`src/rtl/req_arbiter.sv`:
```
// Grant arbiter for N requesters sharing one resource, with a hold limit that
// forces release. Define RR_PRIORITY_EN for rotating priority (fixed priority otherwise).
module req_arbiter #(
  parameter int unsigned N        = 8,
  parameter int unsigned IDW      = $clog2(N),
  parameter int unsigned MAX_HOLD = 16
) (
  input  logic           clk,
  input  logic           rst_n,
  input  logic           en,
  input  logic [N-1:0]   req,
  output logic [N-1:0]   gnt,
  output logic [IDW-1:0] gnt_id,
  output logic           gnt_valid,
  output logic           timeout
);

  localparam int unsigned HCW = $clog2(MAX_HOLD);

  typedef enum logic {IDLE, BUSY} state_t;

  state_t         state, state_d;
  logic [HCW-1:0] hold_cnt, hold_cnt_d;
  logic [N-1:0]   gnt_d;
  logic [IDW-1:0] gnt_id_d;
  logic           gnt_valid_d;
  logic           timeout_d;
  logic [IDW-1:0] win_id;

`ifdef RR_PRIORITY_EN
  logic [IDW-1:0] last_id, last_id_d;

  // Downward search with wrap starting just below the last owner.
  always_comb begin : pick_rr
    int unsigned start;
    int unsigned idx;
    logic        found;
    win_id = '0;
    found  = 1'b0;
    start  = (last_id == '0) ? (N - 1) : (32'(last_id) - 1);
    for (int unsigned i = 0; i < N; i++) begin
      idx = (start + N - i) % N;
      if (!found && req[IDW'(idx)]) begin
        win_id = IDW'(idx);
        found  = 1'b1;
      end
    end
  end

  always_comb begin : last_next
    last_id_d = last_id;
    if (state == IDLE && en && (|req)) last_id_d = win_id;
  end

  always_ff @(posedge clk or negedge rst_n) begin : last_reg
    if (!rst_n) last_id <= '0;
    else        last_id <= last_id_d;
  end
`else
  // Highest set index wins.
  always_comb begin : pick_fixed
    win_id = '0;
    for (int unsigned i = 0; i < N; i++) begin
      if (req[IDW'(i)]) win_id = IDW'(i);
    end
  end
`endif

  // Next state and next registered outputs.
  always_comb begin : next_state
    state_d     = state;
    hold_cnt_d  = hold_cnt;
    gnt_d       = gnt;
    gnt_id_d    = gnt_id;
    gnt_valid_d = gnt_valid;
    timeout_d   = 1'b0;
    case (state)
      IDLE: begin
        if (en && (|req)) begin
          state_d         = BUSY;
          gnt_d           = '0;
          gnt_d[win_id]   = 1'b1;
          gnt_id_d        = win_id;
          gnt_valid_d     = 1'b1;
          hold_cnt_d      = '0;
        end
      end
      BUSY: begin
        if (!en || !req[gnt_id] || (hold_cnt == HCW'(MAX_HOLD - 1))) begin
          state_d     = IDLE;
          gnt_d       = '0;
          gnt_id_d    = '0;
          gnt_valid_d = 1'b0;
          hold_cnt_d  = '0;
          // Only the hold limit, not disable or release, signals a timeout.
          timeout_d   = en && req[gnt_id];
        end else begin
          hold_cnt_d = hold_cnt + 1'b1;
        end
      end
    endcase
  end

  always_ff @(posedge clk or negedge rst_n) begin : regs
    if (!rst_n) begin
      state     <= IDLE;
      hold_cnt  <= '0;
      gnt       <= '0;
      gnt_id    <= '0;
      gnt_valid <= 1'b0;
      timeout   <= 1'b0;
    end else begin
      state     <= state_d;
      hold_cnt  <= hold_cnt_d;
      gnt       <= gnt_d;
      gnt_id    <= gnt_id_d;
      gnt_valid <= gnt_valid_d;
      timeout   <= timeout_d;
    end
  end

endmodule

```
`config.mk`:
```
export PLATFORM = sky130hd
export DESIGN_NAME = req_arbiter
export DESIGN_NICKNAME = d
export VERILOG_FILES = /design/src/rtl/req_arbiter.sv
export SDC_FILE = /design/constraint.sdc
export NUM_CORES = 1
export LEC_CHECK = 0
export CAP_MARGIN = 30
export CORE_ASPECT_RATIO = 0.9
export CORE_UTILIZATION = 48
export DETAILED_ROUTE_END_ITERATION = 10
export HOLD_SLACK_MARGIN = 0.05
export PLACE_DENSITY = 0.89
export SETUP_SLACK_MARGIN = 0.15
export SLEW_MARGIN = 20
export SYNTH_ARGS = -nofsm -noshare
export SYNTH_HDL_FRONTEND = slang
export SYNTH_SLANG_ARGS = --single-unit
```
`constraint.sdc`:
```
create_clock -name clk -period 1.9 [get_ports clk]
set_input_delay 0.475 -clock clk [delete_from_list [all_inputs] [get_ports clk]]
set_output_delay 0.475 -clock clk [all_outputs]
set_load 0.01 [all_outputs]
```
**Word level (Yosys, flattened, before mapping)**

Index checks and enable logic that the tools add are counted.

- $lt $le $gt $ge: 3
- Multiply operators: 0
- Multiplexer cells: 28
- Div/mod/pow operators: 0
- $add $sub $neg: 1
- Reductions and logical operators: 9
- Eq/ne operators: 3
- Shifts and indexed selects: 0
- Bitwise logic cells: 1

Operators with widths:

| kind | number |
|---|---|
| 2-to-1 mux 3 bit | 8 |
| 2-to-1 mux 8 bit | 2 |
| case mux 8 bit (2 select lines) | 1 |
| 2-to-1 mux 1 bit | 9 |
| less-than comparator 3 x 4 -> 1 bit, second input constant | 2 |
| 2-to-1 mux 4 bit | 2 |
| case mux 4 bit (2 select lines) | 1 |
| OR reduction 8 bit | 1 |
| case mux 3 bit (2 select lines) | 1 |
| adder 4 x 1 -> 4 bit, second input constant | 1 |
| equality test 4 bit, second input constant | 1 |
| case mux 1 bit (2 select lines) | 2 |
| binary-select mux 1 bit (select 3 bit) | 1 |
| demux 1 bit (select 3 bit) | 1 |
| greater-or-equal comparator 3 x 1 -> 1 bit, second input constant | 1 |
| logical AND 1 bit | 3 |
| zero test 1 bit | 2 |
| logical OR 1 bit | 2 |
| inequality test 2 x 1 -> 1 bit, second input constant | 1 |
| inequality test 2 bit, second input constant | 1 |
| AND reduction 2 bit | 1 |
| NOT 1 bit | 1 |

- Input port bits: 11
- Memory bits (writable): 0
- Memories: 0
- Memory bits (read-only): 0
- Logic and storage cells: 51
- Bits in registers: 18
- Latch bits: 0

**Logic depth before layout (Yosys ltp)**

Gate-level depths: netlist (run 1).

- Depth after elaboration: 13
- Depth in mapped cells: 6
- Depth with buffers taken out: 5

**Worst setup path after synthesis (run 1)**

OpenSTA, ideal clock, no wires.

- Kind: in2reg
- From: input req[4]
- To: register gnt_id[1]
- Data required time: 1817 ps
- Stages: 6
- Path slack: 20 ps
- Library setup time: 83 ps
- Path buffers: 2
- Arrival time: 1797 ps
- Cell sequence: or4_1 buf_2 o311ai_4 buf_6 nand2_1 o22ai_1

- Cells in the longest elaborated chain, start to end: 7

Ends and longest elaborated chain:

| item | line | text |
|---|---|---|
| from (decl) | 11 | `input logic [N-1:0] req,` |
| binary-select mux 1 bit (select 3 bit) | 89 | `if (!en \|\| !req[gnt_id] \|\| (hold_cnt == HCW'(MAX_HOLD - 1))) begin` |
| 2-to-1 mux 1 bit (not written as such) | 89 |  |
| zero test 1 bit | 89 |  |
| logical OR 1 bit (2 in a row) | 89 |  |
| inequality test 2 x 1 -> 1 bit (no line) | - |  |
| AND reduction 2 bit (no line) | - |  |
| to (signal assigned) | 116 | `gnt_id <= gnt_id_d;` |
| to (decl) | 13 | `output logic [IDW-1:0] gnt_id,` |

Several ways; a longest one is shown, not always the timed one. The select of a mux whose other input is x is not followed.
A chain may end at the register's enable or synchronous reset.

**Worst setup path after layout (run 1)**

- From: register gnt[4]
- To: output gnt[4]

RTL lines:

| item | line | text |
|---|---|---|
| from (decl) | 12 | `output logic [N-1:0] gnt,` |
| from (signal assigned) | 115 | `gnt <= gnt_d;` |

No word-level cell between the ends.

==> out/results.ini, run 1 <==
[floorplan]
initial_utilization_pct=51.0
fp.dieH_um=44.8
dieArea_mm2=0.00222
coreArea_mm2=0.00191
die_x_um=49.5
rows=15
ios=24

[clocking]
htree_num_levels=1
clkTransAtPathRegs_ps=120
cts_num_sinks=18
tritoncts=yes
hold_buffers=0
numCtsBuffers=3
cts-root-buf=clkbuf_4
cts_buffer_depth=2
clk_latency_ps=310

[timing]
rsz0062_at_grt=false
hold_viol_final=0
fin_crit_ps=1730
slew_viol_final=0
tightest_slew_ps=375
setup_viol=0
skew_ps=7.83
max_freq_mhz=579
relSlewSlack_pct=75.0
finalWorstSetupSlack_ps=173
post-route-period-util_pct=90.9

[setup_path]
rrSetupSlack_ps=220
critical_path.top_delay_family=buffers and inverters
critPathArrivalTime_ps=1250
worstPathRequired_ps=1420
path_cells=clkdlybuf4s50_1
reg2reg_to=gnt[0]$_DFFE_PN0P_
critPathMaxFanout=2
cp-start-kind=register
crit_slowest_cell=clkdlybuf4s50_1
crit_path_max_incr_delay_ps=550
crit_type=reg2out
end_kind=output pin
critPathBufInv=1
r2r_start=gnt_id[0]$_DFFE_PN0P_
r2r_cells=7

[synthesis]
synth_area_per_cell_um2=9.38
netlist_area_um2=976
yosysTopAreaCell=dfrtp_1
yosysMostFrequentCell=dfrtp_1
synthTopCellsByArea=dfrtp_1 (46%), nand3_1 (4.6%), nand2_1 (4.6%)
synth_nets=116
ys_top_cells_by_count=dfrtp_1 (18), nand2_1 (12), nand3_1 (9), nor2_1 (9), o21ai_0 (6)
yosys_most_used_dff=dfrtp_1
synth-async-reset-ratio_pct=100
synth_cell_types=33
yosysTopAreaCellShare_pct=46.2
syn_inst=104
synth.yosys.warnings=0
ys_seq_area_share_pct=46.2
ys_seq_elements=18
synth_edf_count=0

[global_route]
grt_start_max_net_pins=19
grt_pass1_vias=1077
grt_pass1_wl_um=4970
overflow=0
grt_usage_pct=30.7
antenna_found_initial=0

[detailed_routing]
vias=1153
finalWirelength_um=3830
wl_per_cell_um=21.2
antenna_left=0
drt_iter0_markers=74
drtPass1Iterations=4
drc=0
vias_per_cell=6.37

[power_and_ir_drop]
ir_drop_uv=773
power.leakage_nw=0.737
powerDensity_mw_per_mm2=1060

[cells_and_area]
drive_gt1_share_pct=37.2
final_area_mm2=0.00157
final_nets=169
synthToLayoutAreaGrowth_pct=61.0
diodes=0

[job]
cap_violations=0

[place]
pre_cts_ws_ps=-406
portBuffers=23
placed_cell_area_mm2=0.00137
post-dp-hpwl_um=2030
place_congestion=0.890

[worst_hold_path]
hp-class=in2async

[outcome]
status=finished, final reports clean

-- what timing repair did --
| item | CTS | global route |
|---|---|---|
| pin swaps | 5 | 9 |
| cloned | 0 | 1 |
| resized for setup | 19 | 29 |
| setup buffers | 4 | 4 |
| setup endpoints to repair | 22 | 18 |
-- metal layers --
layer	track usage, %	wire, µm	vias up
met2	53.8	1930	85
met3	5.72	318	24
met1	36.9	1410	553
met4	15.4	175	0
li1	-	-	491
met5	0	0	-
-- through the flow --
step	utilization (%)	hold slack (ps)	power [mW]	cells	setup TNS, ps
2_1_floorplan	-	179	0.869	104	0
3_3_place_gp	71.4	491	1.15	168	-4650
3_5_place_dp	71.4	515	1.18	168	-5830
4_1_cts	76.7	485	1.52	176	0
5_1_grt	82.1	521	1.72	181	0
6_report	82.1	490	1.66	181	0
-- cell families after synthesis --
group,count (synthesis),synth area share [%]
DFF,18,46.2
buffers and inverters,8,4.10
and+or+nand+nor,47,24.0
AOI/OAI and AO/OA,26,20.4
muxes,4,4.10
adders and majority gates,1,1.28
-- cells in the final DEF (no fill, tap or decap), types with 2 or more instances in the layout --
cell,count
dlygate4sd2_1,2
dfrtp_1,17
nor2_2,2
o211ai_1,2
or2_4,2
o22ai_1,2
dlymetal6s2s_1,5
o21ai_0,3
and3_1,2
nand3_1,8
a21oi_1,2
clkbuf_4,3
nor2b_1,4
inv_1,4
nor2_1,7
buf_4,23
clkdlybuf4s50_1,13
buf_6,6
clkbuf_2,3
mux2i_1,3
nand4_1,3
nand2_2,3
o21ai_1,3
nand2_1,9
-- how the worst max path moves through the flow --
stage	start	endpoint	slack, ps	cells after the start
finish	gnt[4]$_DFFE_PN0P_	gnt[4]	170	1
global route	gnt[4]$_DFFE_PN0P_	gnt[4]	150	1
floorplan	req[4]	gnt_id[1]$_DFFE_PN0P_	30	6
detailed placement	req[4]	gnt[7]$_DFFE_PN0P_	-410	6
CTS	req[5]	gnt[3]$_DFFE_PN0P_	130	6
global placement	req[4]	gnt[3]$_DFFE_PN0P_	-310	6
-- final cells by class --
cell class | count | area (µm²)
inverter | 4 | 15.0
sequential | 18 | 452
clock buffer | 4 | 36.3
fill | 106 | 343
multi-input combinational | 78 | 572
tap | 25 | 31.3
timing repair buffer | 52 | 465
-- registers in the layout, indices dropped and copies added (netlist names) --
| register | count |
|---|---|
| timeout | 1 |
| hold_cnt | 4 |
| gnt_valid | 1 |
| gnt | 8 |
| gnt_id | 3 |
| state | 1 |
-- report_power, final --
part | switching, mW | total (mW) | internal [mW]
logic | 0.448 | 0.875 | 0.427
registers | 0.0675 | 0.536 | 0.469
clock network | 0.134 | 0.251 | 0.117
No activity file was read; power rests on OpenSTA's default activity.
==> inputs of run 2 (changes only) <==
--- a/config.mk
+++ b/config.mk
@@ -5,10 +5,10 @@
 export SDC_FILE = /design/constraint.sdc
 export NUM_CORES = 1
 export LEC_CHECK = 0
-export CAP_MARGIN = 30
 export CORE_ASPECT_RATIO = 0.9
 export CORE_UTILIZATION = 48
 export DETAILED_ROUTE_END_ITERATION = 10
+export GPL_ROUTABILITY_DRIVEN = 0
 export HOLD_SLACK_MARGIN = 0.05
 export PLACE_DENSITY = 0.89
 export SETUP_SLACK_MARGIN = 0.15
==> results of run 2 <==
No change in the layout: final DEF, timing and power equal those of run 1.
==> inputs of run 3 (changes only) <==
--- a/config.mk
+++ b/config.mk
@@ -6,11 +6,11 @@
 export NUM_CORES = 1
 export LEC_CHECK = 0
 export CORE_ASPECT_RATIO = 0.9
-export CORE_UTILIZATION = 48
+export CORE_UTILIZATION = 51
 export DETAILED_ROUTE_END_ITERATION = 10
 export GPL_ROUTABILITY_DRIVEN = 0
 export HOLD_SLACK_MARGIN = 0.05
-export PLACE_DENSITY = 0.89
+export PLACE_DENSITY = 0.93
 export SETUP_SLACK_MARGIN = 0.15
 export SLEW_MARGIN = 20
 export SYNTH_ARGS = -nofsm -noshare
==> constraint.sdc (replaced) <==
create_clock -name clk -period 2 [get_ports clk]
set_input_delay 0.5 -clock clk [delete_from_list [all_inputs] [get_ports clk]]
set_output_delay 0.5 -clock clk [all_outputs]
set_load 0.01 [all_outputs]
==> run 3 against run 2 <==
Die area decreased by 5.6%. Largest cell class unchanged. Clock skew decreased by 6.0 ps. Worst hold slack improved by 19 ps. Critical path type is now reg2reg. Sequential power decreased by 1%. Register-to-register slack worse by 130 ps. Flip-flop and latch count unchanged. Combinational power down 9.1%.
==> out/results.ini, run 3 (same netlist as run 1, synthesis figures left out) <==
[cells_and_area]
fin_util_pct=85.8  ; was 82.1%
largest_reg_flops=8  ; unchanged
diodes=0  ; unchanged
final_common_cell=buf_4  ; unchanged
final_nets=163  ; was 169
drive_gt1_share_pct=30.0  ; was 37.2%
biggestRegsByFlops=gnt x8, hold_cnt x4, gnt_id x3  ; unchanged
largest_register=gnt  ; unchanged
final_cell_mix=buf_4 (18), dfrtp_1 (17), clkdlybuf4s50_1 (17), nand2_1 (11), nor2_1 (9)  ; was buf_4 (23), dfrtp_1 (17), clkdlybuf4s50_1 (13), nand2_1 (9), nand3_1 (8)
synthToLayoutAreaGrowth_pct=52.4  ; was 61.0%

[power_and_ir_drop]
seq_power_share_pct=34.0  ; was 32.3%
power.leakage_nw=0.669  ; was 0.737 nW
powerDensity_mw_per_mm2=1050  ; was 1060 mW/mm²
clkPwrFrac_pct=15.0  ; was 15.1%
ir_drop_uv=651  ; was 773 µV
swShare_pct=39.0  ; was 39.1%
p_total_mw=1.56  ; was 1.66 mW
p_int_uw=951  ; was 1.01 mW
p_comb_share_pct=51.0  ; was 52.6%
netSwitchingPower_uw=608  ; was 650 µW

[job]
cap_violations=0  ; unchanged

[detailed_routing]
vias_per_cell=6.52  ; was 6.37
drtPass1Iterations=4  ; unchanged
finalWirelength_um=3650  ; was 3830 µm
wl_per_cell_um=21.0  ; was 21.2 µm
vias=1134  ; was 1153
drc=0  ; unchanged
antenna_left=0  ; unchanged
drt_iter0_markers=71  ; was 74

[place]
portBuffers=23  ; unchanged
post-dp-hpwl_um=2050  ; was 2030 µm

[floorplan]
rows=14  ; was 15
ios=24  ; unchanged
dieArea_mm2=0.00209  ; was 0.00222 mm²
die_x_um=48.1  ; was 49.5 µm
fp.dieH_um=43.5  ; was 44.8 µm
initial_utilization_pct=56.3  ; was 51.0%
coreArea_mm2=0.00173  ; was 0.00191 mm²

[timing]
fin_crit_ps=1910
setup_viol=0  ; unchanged
post-route-period-util_pct=95.6
hold_viol_final=0  ; unchanged
max_freq_mhz=523
relSlewSlack_pct=67.7  ; was 75.0%
skew_ps=1.82  ; was 7.83 ps
slew_viol_final=0  ; unchanged
tightest_slew_ps=479  ; was 375 ps

[setup_path]
worstPathRequired_ps=2230  ; was 1420 ps
crit_slowest_cell=dfrtp_2  ; was clkdlybuf4s50_1
critical_path.top_delay_family=compound AO/OA/AOI/OAI gates  ; was buffers and inverters
cp-start-kind=register  ; unchanged
reg2reg_to=gnt[0]$_DFFE_PN0P_  ; unchanged
r2r_cells=7  ; unchanged
critPathBufInv=3  ; was 1
end_kind=register  ; was output pin
r2r_start=gnt_id[0]$_DFFE_PN0P_  ; unchanged
crit_type=reg2reg  ; was reg2out
path_cells=buf_12 -> mux2i_1 -> a221oi_2 -> buf_4 -> a31oi_1 -> buf_2 -> o21ai_2  ; was clkdlybuf4s50_1
rrSetupSlack_ps=90  ; was 220 ps
critPathMaxFanout=6  ; was 2
crit_path_max_incr_delay_ps=450  ; was 550 ps
critPathArrivalTime_ps=2140  ; was 1250 ps

[global_route]
overflow=0  ; unchanged
grt_pass1_wl_um=4630  ; was 4970 µm
antenna_found_initial=0  ; unchanged
grt_pass1_vias=974  ; was 1077
grt_usage_pct=32.4  ; was 30.7%
grt_start_max_net_pins=19  ; unchanged

[clocking]
clk_latency_ps=300  ; was 310 ps
clkTransAtPathRegs_ps=110  ; was 120 ps
htree_num_levels=1  ; unchanged
cts_buffer_depth=2  ; unchanged
cts-root-buf=clkbuf_4  ; unchanged
numCtsBuffers=3  ; unchanged
cts_num_sinks=18  ; unchanged
tritoncts=yes  ; unchanged

[outcome]
status=finished, final reports clean  ; unchanged

[worst_hold_path]
hp-class=in2async  ; unchanged

==> run 3: cell count changes in the layout (fill, tap and decap cells not counted), sizes merged <==
cell,delta
clkbuf,-1
dlygate4sd2,-1
buf,-6
clkdlybuf4s50,+4
dlymetal6s2s,-3
clkdlybuf4s15,+1
==> run 3: worst max-delay path by stage <==
stage / start / endpoint / cells after the start / slack (ps)
2_1_floorplan: req[4] / gnt_id[1]$_DFFE_PN0P_ / 6 / 100
3_3_place_gp: req[4] / gnt[7]$_DFFE_PN0P_ / 6 / -240
3_5_place_dp: req[4] / gnt[7]$_DFFE_PN0P_ / 6 / -410
4_1_cts: req[7] / gnt[2]$_DFFE_PN0P_ / 6 / 170
5_1_grt: gnt_id[0]$_DFFE_PN0P_ / gnt[0]$_DFFE_PN0P_ / 7 / -40
6_report: gnt_id[0]$_DFFE_PN0P_ / gnt[0]$_DFFE_PN0P_ / 7 / 90
==> run 3: layout make-up <==
class	instances	area, µm²
multi-input combinational	78	537
timing repair buffer	46	418
fill	70	246
inverter	4	15.0
sequential	18	452
tap	24	30.0
clock buffer	4	36.3
==> run 3: metal layers <==
metal | wire, µm | global-route usage (%) | vias to the layer above
met3 | 318 | 6.67 | 29
met2 | 1740 | 51.1 | 85
met1 | 1310 | 39.9 | 540
met5 | 0 | 0 | -
met4 | 276 | 18.9 | 0
li1 | - | - | 480
==> run 3: power groups by stage <==
stage	sequential [mW]	combinational [mW]	clock, mW
6_report	0.530	0.795	0.234
5_1_grt	0.537	0.827	0.247
4_1_cts	0.534	0.610	0.230
3_5_place_dp	0.540	0.587	0
3_3_place_gp	0.536	0.559	0
2_1_floorplan	0.538	0.288	0
==> run 3: metrics by stage <==
| stage | setup TNS [ps] | instance area [µm²] | setup slack [ps] | hold WS (ps) | cells |
|---|---|---|---|---|---|
| global placement | -3600 | 1350 | -238 | 506 | 165 |
| floorplan | 0 | 986 | 104 | 204 | 104 |
| global route | -40.7 | 1490 | -40.7 | 536 | 174 |
| CTS | 0 | 1400 | 169 | 512 | 170 |
| detailed placement | -4840 | 1350 | -410 | 502 | 165 |
| finish | 0 | 1490 | 88.0 | 509 | 174 |
==> run 3: timing repair <==
action | in CTS | in global routing
setup buffers | 0 | 3
gates cloned | 1 | 1
endpoints found under the hold margin | 0 | 0
hold buffers | 0 | 0
endpoints found under the setup margin | 18 | 16
resized for setup | 12 | 20
pin swaps | 4 | 5
